**config.mk**
```make
export PLATFORM = sky130hd
export DESIGN_NAME = word_serializer_flat
export DESIGN_NICKNAME = d
export VERILOG_FILES = /design/src/rtl/word_serializer_pkg.sv /design/src/rtl/word_serializer_if.sv /design/src/rtl/word_index_counter.sv /design/src/rtl/word_serializer.sv /design/src/flat_wrapper.sv
export SDC_FILE = /design/constraint.sdc
export NUM_CORES = 1
export LEC_CHECK = 0
export CAP_MARGIN = 20
export CORE_ASPECT_RATIO = 0.75
export CORE_UTILIZATION = 45
export CTS_CLUSTER_DIAMETER = 50
export DETAILED_ROUTE_END_ITERATION = 8
export GPL_ROUTABILITY_DRIVEN = 0
export PLACE_DENSITY = 0.82
export SLEW_MARGIN = 20
export SYNTH_ARGS = -nofsm -noshare
export SYNTH_HDL_FRONTEND = slang
export SYNTH_SLANG_ARGS = --single-unit
```
**constraint.sdc**
```tcl
create_clock -name clk_i -period 2.72 [get_ports clk_i]
set_input_delay 0.544 -clock clk_i [delete_from_list [all_inputs] [get_ports clk_i]]
set_output_delay 0.544 -clock clk_i [all_outputs]
set_load 0.02 [all_outputs]
```
**src/rtl/word_serializer_pkg.sv**
```systemverilog
// Shared types and helpers for the word serializer: FSM state encoding and
// index register sizing.
package word_serializer_pkg;

    typedef enum logic [0:0] {
        StIdle,
        StShift
    } state_e;

    // A 1-word group still needs a 1-bit index register.
    function automatic int unsigned index_width(input int unsigned n);
        return (n <= 2) ? 1 : $clog2(n);
    endfunction

endpackage

```
**src/rtl/word_serializer_if.sv**
```systemverilog
// Handshake bundle for the word serializer: parallel input side and narrow word output side.
interface word_serializer_if #(
    parameter int unsigned WORD_WIDTH = 8,
    parameter int unsigned WORD_COUNT = 4
) ();
    localparam int unsigned TOTAL_WIDTH = WORD_WIDTH * WORD_COUNT;

    logic                   parallel_valid_i;
    logic                   parallel_ready_o;
    logic [TOTAL_WIDTH-1:0] parallel_i;
    logic                   word_valid_o;
    logic                   word_ready_i;
    logic [WORD_WIDTH-1:0]  word_o;
    logic                   last_o;
    logic                   busy_o;

    modport slave (
        input  parallel_valid_i,
        input  parallel_i,
        input  word_ready_i,
        output parallel_ready_o,
        output word_valid_o,
        output word_o,
        output last_o,
        output busy_o
    );

    modport master (
        output parallel_valid_i,
        output parallel_i,
        output word_ready_i,
        input  parallel_ready_o,
        input  word_valid_o,
        input  word_o,
        input  last_o,
        input  busy_o
    );

endinterface

```
**src/rtl/word_index_counter.sv**
```systemverilog
// Word index within the current parallel group; saturates at the last word and
// only returns to zero on an explicit clear.
module word_index_counter
    import word_serializer_pkg::*;
#(
    parameter int unsigned WORD_COUNT = 4,
    localparam int unsigned IndexWidth = index_width(WORD_COUNT)
) (
    input  logic                  clk_i,
    input  logic                  rst_i,
    input  logic                  en_i,
    input  logic                  clear_i,
    input  logic                  incr_i,
    output logic [IndexWidth-1:0] index_o,
    output logic                  at_last_o
);

    localparam logic [IndexWidth-1:0] LastIdx = IndexWidth'(WORD_COUNT - 1);

    logic [IndexWidth-1:0] index_q;

    always_ff @(posedge clk_i) begin
        if (rst_i) begin
            index_q <= '0;
        end else if (en_i) begin
            if (clear_i) begin
                index_q <= '0;
            end else if (incr_i && (index_q != LastIdx)) begin
                index_q <= index_q + 1'b1;
            end
        end
    end

    assign index_o   = index_q;
    assign at_last_o = (index_q == LastIdx);

endmodule

```
**src/rtl/word_serializer.sv**
```systemverilog
// Splits one wide parallel word into WORD_COUNT narrow words, one per output
// handshake, with no bubble between consecutive groups.
module word_serializer
    import word_serializer_pkg::*;
#(
    parameter int unsigned WORD_WIDTH  = 8,
    parameter int unsigned WORD_COUNT  = 4,
    parameter int unsigned TOTAL_WIDTH = WORD_WIDTH * WORD_COUNT,
    parameter bit          LSB_FIRST   = 1'b1
) (
    input  logic              clk_i,
    input  logic              rst_i,
    input  logic              clk_en_i,
    word_serializer_if.slave  bus
);

    localparam int unsigned IndexWidth = index_width(WORD_COUNT);
    localparam logic [IndexWidth-1:0] LastIdx = IndexWidth'(WORD_COUNT - 1);

    state_e                 state_q;
    logic [TOTAL_WIDTH-1:0] shreg_q;
    logic [IndexWidth-1:0]  index;
    logic                   at_last;
    logic                   in_shift;
    logic                   take;
    logic                   capture;
    logic                   parallel_ready;

    assign in_shift = (state_q == StShift);
    assign take     = clk_en_i & in_shift & bus.word_ready_i;

    // word_ready_i -> parallel_ready_o is the one intended combinational path;
    // it lets the next group load while the last word leaves.
    assign parallel_ready = clk_en_i & (~in_shift | (at_last & bus.word_ready_i));
    assign capture        = parallel_ready & bus.parallel_valid_i;

    word_index_counter #(
        .WORD_COUNT (WORD_COUNT)
    ) u_index (
        .clk_i     (clk_i),
        .rst_i     (rst_i),
        .en_i      (clk_en_i),
        .clear_i   (capture),
        .incr_i    (take),
        .index_o   (index),
        .at_last_o (at_last)
    );

    always_ff @(posedge clk_i) begin
        if (rst_i) begin
            state_q <= StIdle;
            shreg_q <= '0;
        end else if (clk_en_i) begin
            if (capture) begin
                state_q <= StShift;
                shreg_q <= bus.parallel_i;
            end else if (take) begin
                if (at_last) begin
                    state_q <= StIdle;
                    shreg_q <= '0;
                end else begin
                    shreg_q <= LSB_FIRST ? (shreg_q >> WORD_WIDTH) : (shreg_q << WORD_WIDTH);
                end
            end
        end
    end

    assign bus.parallel_ready_o = parallel_ready;
    assign bus.word_valid_o     = clk_en_i & in_shift;
    assign bus.word_o           = LSB_FIRST ? shreg_q[WORD_WIDTH-1:0]
                                            : shreg_q[TOTAL_WIDTH-1 -: WORD_WIDTH];
    assign bus.last_o           = in_shift & (index == LastIdx);
    assign bus.busy_o           = in_shift;

endmodule

```
**src/flat_wrapper.sv**
```systemverilog
// flat-port wrapper written by rule: the top's interface ports become plain ports
module word_serializer_flat import word_serializer_pkg::*;
#(
    parameter int unsigned WORD_WIDTH  = 8,
    parameter int unsigned WORD_COUNT  = 4,
    parameter int unsigned TOTAL_WIDTH = WORD_WIDTH * WORD_COUNT,
    parameter bit          LSB_FIRST   = 1'b1
)
  (clk_i, rst_i, clk_en_i, bus_parallel_valid_i, bus_parallel_i, bus_word_ready_i, bus_parallel_ready_o, bus_word_valid_o, bus_word_o, bus_last_o, bus_busy_o);
  word_serializer_if #(.WORD_WIDTH(WORD_WIDTH), .WORD_COUNT(WORD_COUNT)) bus_i ();
  input  logic clk_i;
  input  logic rst_i;
  input  logic clk_en_i;
  input wire logic [$bits(bus_i.parallel_valid_i)-1:0] bus_parallel_valid_i;
  input wire logic [$bits(bus_i.parallel_i)-1:0] bus_parallel_i;
  input wire logic [$bits(bus_i.word_ready_i)-1:0] bus_word_ready_i;
  output wire logic [$bits(bus_i.parallel_ready_o)-1:0] bus_parallel_ready_o;
  output wire logic [$bits(bus_i.word_valid_o)-1:0] bus_word_valid_o;
  output wire logic [$bits(bus_i.word_o)-1:0] bus_word_o;
  output wire logic [$bits(bus_i.last_o)-1:0] bus_last_o;
  output wire logic [$bits(bus_i.busy_o)-1:0] bus_busy_o;
  assign bus_i.parallel_valid_i = bus_parallel_valid_i;
  assign bus_i.parallel_i = bus_parallel_i;
  assign bus_i.word_ready_i = bus_word_ready_i;
  assign bus_parallel_ready_o = bus_i.parallel_ready_o;
  assign bus_word_valid_o = bus_i.word_valid_o;
  assign bus_word_o = bus_i.word_o;
  assign bus_last_o = bus_i.last_o;
  assign bus_busy_o = bus_i.busy_o;
  word_serializer #(.WORD_WIDTH(WORD_WIDTH), .WORD_COUNT(WORD_COUNT), .TOTAL_WIDTH(TOTAL_WIDTH), .LSB_FIRST(LSB_FIRST)) u_core (.clk_i(clk_i), .rst_i(rst_i), .clk_en_i(clk_en_i), .bus(bus_i));
endmodule
```
Yosys cells after proc, flatten, opt, wreduce, memory -nomap -nowiden:

Index checks and enable logic that the tools add are counted.

* bits in registers: 35
* input bits: 37
* word-level logic and storage cells: 29

* add/subtract/negate cells: 1
* equal/unequal tests: 2
* multiplexer cells: 8
* bitwise operators: 8
* reduce and logical (&&, ||, !) cells: 7

Operator list (count)
* $mux W32: 2
* $mux W24: 1
* $and A1 B1 Y1: 6
* $reduce_bool A2 Y1: 3
* $mux W2: 2
* $reduce_and A2 Y1: 2
* $mux W1: 3
* $reduce_and A3 Y1: 1
* $add A2 B1 Y2 const B: 1
* $eq A2 B2 Y1 const B: 1
* $ne A2 B2 Y1 const B: 1
* $logic_and A1 B1 Y1: 1
* $not A1 Y1: 1
* $or A1 B1 Y1: 1

Depth between registers and ports, before layout:

* depth in word-level cells: 7
* mapped depth: 6
* depth with buffers taken out: 4

By module:

Synthesis repeated with hierarchy kept, for this count alone.

* cell total of the unflattened synthesis: 183
* area total of the unflattened synthesis: 1617.8 µm²

Modules (own cells, without submodules)
* word_serializer: instances 1, cells each 171, area an instance 1503.9 µm², seq. area each 660.6 µm²
* word_index_counter: instances 1, cells each 12, area an instance 113.9 µm², seq. area each 40.0 µm²

Worst setup path before layout:

OpenSTA, ideal clock, no wires.

* path kind: register -> output
* start: reg u_core.state_q, in the netlist u_core.bus.busy_o
* end: out bus_parallel_ready_o
* data arrival time: 1202 ps
* required time: 2176 ps
* setup slack: 974 ps
* stages on the path, launching flop included: 5
* path buffers: 2
* path through: dfxtp_1 a21bo_1 buf_6 buf_6 and2_1

* longest elaborated chain between the ends: 3

Ends and longest elaborated chain
* start, declared: line word_serializer.sv:20 `state_e state_q;`
* start signal, assigned: line word_serializer.sv:51 `state_q <= StIdle;`
* start signal, assigned: line word_serializer.sv:55 `state_q <= StShift;`
* start signal, assigned: line word_serializer.sv:59 `state_q <= StIdle;`
* $not A1 Y1: line word_serializer.sv:34 `assign parallel_ready = clk_en_i & (~in_shift | (at_last & bus.word_ready_i));`
* $or A1 B1 Y1: line word_serializer.sv:34
* $and A1 B1 Y1: line word_serializer.sv:34
* end, declared: line flat_wrapper.sv:17 `output wire logic [$bits(bus_i.parallel_ready_o)-1:0] bus_parallel_ready_o;`

No other way between the ends.

Worst setup path in the final report:

* start: in bus_word_ready_i
* end: out bus_parallel_ready_o

* longest elaborated chain between the ends: 3

Ends and longest elaborated chain
* start, declared: line flat_wrapper.sv:16 `input wire logic [$bits(bus_i.word_ready_i)-1:0] bus_word_ready_i;`
* $and A1 B1 Y1: line word_serializer.sv:34
* $or A1 B1 Y1: line word_serializer.sv:34
* $and A1 B1 Y1: line word_serializer.sv:34

No other way between the ends.

==> run_results.csv <==
group,metric,value,unit
status,status,"finished clean",
finish,syn2layout_area_growth,28.7,%
yosys,ys_seq_area_share,44.0,%
timing,rsz0062_at_grt,"false",
timing,worstMarginPinSlew,0.800,ns
power_and_ir_drop,vdd_drop_max,0.305,mV
timing,period_share,92.4,%
yosys,synth_nets,215,
clock_network,ctsHoldBuffers,0,
yosys,synthCells,177,
global_routing,grt_pass1_vias,1382,
setup_path,worst_path_largest_cell_delay,0.60,ns
place,dpl_cell_area,1970,µm²
setup_path,cp_num_buf_inv,2,
clock_network,cts_tree,"done",
setup_path,end_kind,"output pin",
yosys,ys_warn_count,0,
timing,fin_skew,0.00634,ns
place,place_ws,0.221,ns
die,dieArea,3780,µm²
hold_path,min_from,"u_core.shreg_q[28]",
die,core_area,3330,µm²
yosys,netlist_area,1590,µm²
place,port_buffers,48,
power_and_ir_drop,power.density,529,nW/µm²
finish,layout.cells.non_filler,249,
setup_path,critPathRequiredTime,2.18,ns
power_and_ir_drop,p_leak,0.672,nW
routing,via_per_inst,5.91,
clock_network,cts_made_buffers,5,
routing,drt_iter0_markers,162,
setup_path,worstSetupPathType,"primary input to output pin",
yosys,synthArstFlopShare,0,%
yosys,yosys.area.top_type,"dfxtp_1",
timing,slew-limit-headroom,46.6,%
yosys,synth-seq-cells,35,
run,maxCapViolations,0,
die,start_util,47.7,%
global_routing,grt_max_degree,36,
timing,setup_ws,0.208,ns
clock_network,cts_buffer_depth,2,
finish,fin_util,61.4,%
global_routing,grt_util_all_layers,22.3,%
setup_path,worstPathCellList,"clkdlybuf4s50_1, a21bo_1, and2_1, clkdlybuf4s50_1",
routing,ant_nets,0,
yosys,synth.area.top_cells,"dfxtp_1, a32oi_1, a21oi_1, o21ai_0, buf_4",
setup_path,reg2reg_slack,1.17,ns
clock_network,clk_pin_slew,0.07,ns
clock_network,cts-root-buf,"clkbuf_8",
timing,holdWs,0.474,ns
routing,wl_per_cell,15.3,µm
finish,layout.nets,246,
yosys,yosysMostFrequentCell,"dfxtp_1",
die,pin_count,49,
timing,final-max-slew-violation-count,0,
routing,drtPass1Iterations,4,
global_routing,antenna_found_initial,0,
routing,wirelength,3820,µm
routing,drc_errors,0,
setup_path,startpoint,"bus_word_ready_i",
global_routing,grt_pass1_wl,6350,µm
global_routing,overflow,0,
yosys,synth_common_cells,"dfxtp_1, a21oi_1, o21ai_0",
setup_path,slowest_stage,"clkdlybuf4s50_1",
setup_path,critPathTopFamily,"buffers and inverters",
clock_network,post_cts_buffers,0,
finish,design_area,2050,µm²
clock_network,htree_levels,2,
clock_network,clock_latency,0.29,ns
clock_network,numClockSinks,35,
die,die_h,53.5,µm
die,rows,18,
yosys,synth_top_area_share,44.0,%
clock_network,post_cts_resized,0,
power_and_ir_drop,total_power,1.08,mW
yosys,synth.distinct_cells,21,
finish,antenna_cells,0,
timing,setup_tns,0,ns
setup_path,r2r_start,"u_core.u_index.index_o[0]",
hold_path,hold_path.class,"register to register",
setup_path,startpoint_type,"primary input",
routing,num_vias,1472,
timing,period_needed,2.51,ns
yosys,synth_edf_count,0,
setup_path,cpMostUsedCell,"clkdlybuf4s50_1",
finish,layout-drive-gt1-share,7.18,%
timing,setup_viol,0,
setup_path,arrival,1.97,ns
setup_path,crit_fanout,4,
timing,fmax,0.398,GHz
place,dp.cells,241,
timing,hold_viol,0,
yosys,synth_flop_cell,"dfxtp_1",
yosys,syn_area_per_cell,8.99,µm²
die,die_w,70.7,µm
place,hpwl,2330,µm
[worst min-delay path: stages (launching register included)]
cell and delay [ns]:
dfxtp_1 0.31, o21ai_0 0.06, a21oi_1 0.06
[kinds of logic (layout without fill, tap and decap cells)]
kind of cell | count (synthesis) | after routing | share of synthesized area (%)
adder cells (fa/ha/maj) | 1 | 1 | 0.786
XOR/XNOR | 1 | 1 | 0.550
multiplexers | 2 | 2 | 1.26
buffers and inverters | 30 | 62 | 12.6
flip-flops | 35 | 35 | 44.0
AND/OR/NAND/NOR | 18 | 18 | 6.52
AO/OA/AOI/OAI | 90 | 90 | 34.3
[cell usage in the layout, fill, tap and decap left out]
| master | instances |
|---|---|
| nor3_1 | 2 |
| mux2i_2 | 1 |
| clkbuf_8 | 5 |
| buf_4 | 5 |
| and2_2 | 3 |
| a32oi_1 | 24 |
| clkdlybuf4s50_1 | 48 |
| a21oi_1 | 33 |
| o21ai_0 | 32 |
| mux2i_1 | 1 |
| nor2_1 | 1 |
| and2_1 | 2 |
| dfxtp_1 | 35 |
| inv_1 | 1 |
| nand3_1 | 9 |
| and4b_1 | 1 |
| ha_1 | 1 |
| xnor2_1 | 1 |
| clkbuf_1 | 2 |
| a21bo_1 | 1 |
| clkinv_2 | 1 |
[cell type report]
class / instances / area, µm²
tap: 40 / 50.0
multi-input combinational: 112 / 694
clock inverter: 1 / 5.00
clock buffer: 7 / 76.3
fill: 314 / 1280
timing repair buffer: 53 / 518
sequential: 35 / 701
inverter: 1 / 3.75
[path summary, 6_finish.rpt]
| kind | endpoint | cells after the start |
|---|---|---|
| worst min-delay path | u_core.shreg_q[28] | 2 |
| worst min register to register | u_core.shreg_q[28] | 2 |
| worst max register to register | u_core.u_index.index_o[1] | 5 |
| worst max-delay path | bus_parallel_ready_o | 4 |
[flip-flops by register name (all words and copies together), names as in the netlist]
name / count
u_core.u_index.index_o: 2
u_core.shreg_q: 32
u_core.bus.busy_o: 1
[report_power, final]
| group | switching (mW) | internal, mW |
|---|---|---|
| combinational | 0.0842 | 0.0897 |
| sequential | 0.0122 | 0.536 |
| clock | 0.182 | 0.179 |
[per-layer routing]
layer	global-route usage (%)	vias to the layer above	share of wire [%]
met3	5.90	8	5.8
li1	-	720	-
met4	11.3	0	2.0
met5	0	-	0
met1	27.0	692	48
met2	37.4	52	44
No activity file was read; power rests on OpenSTA's default activity.
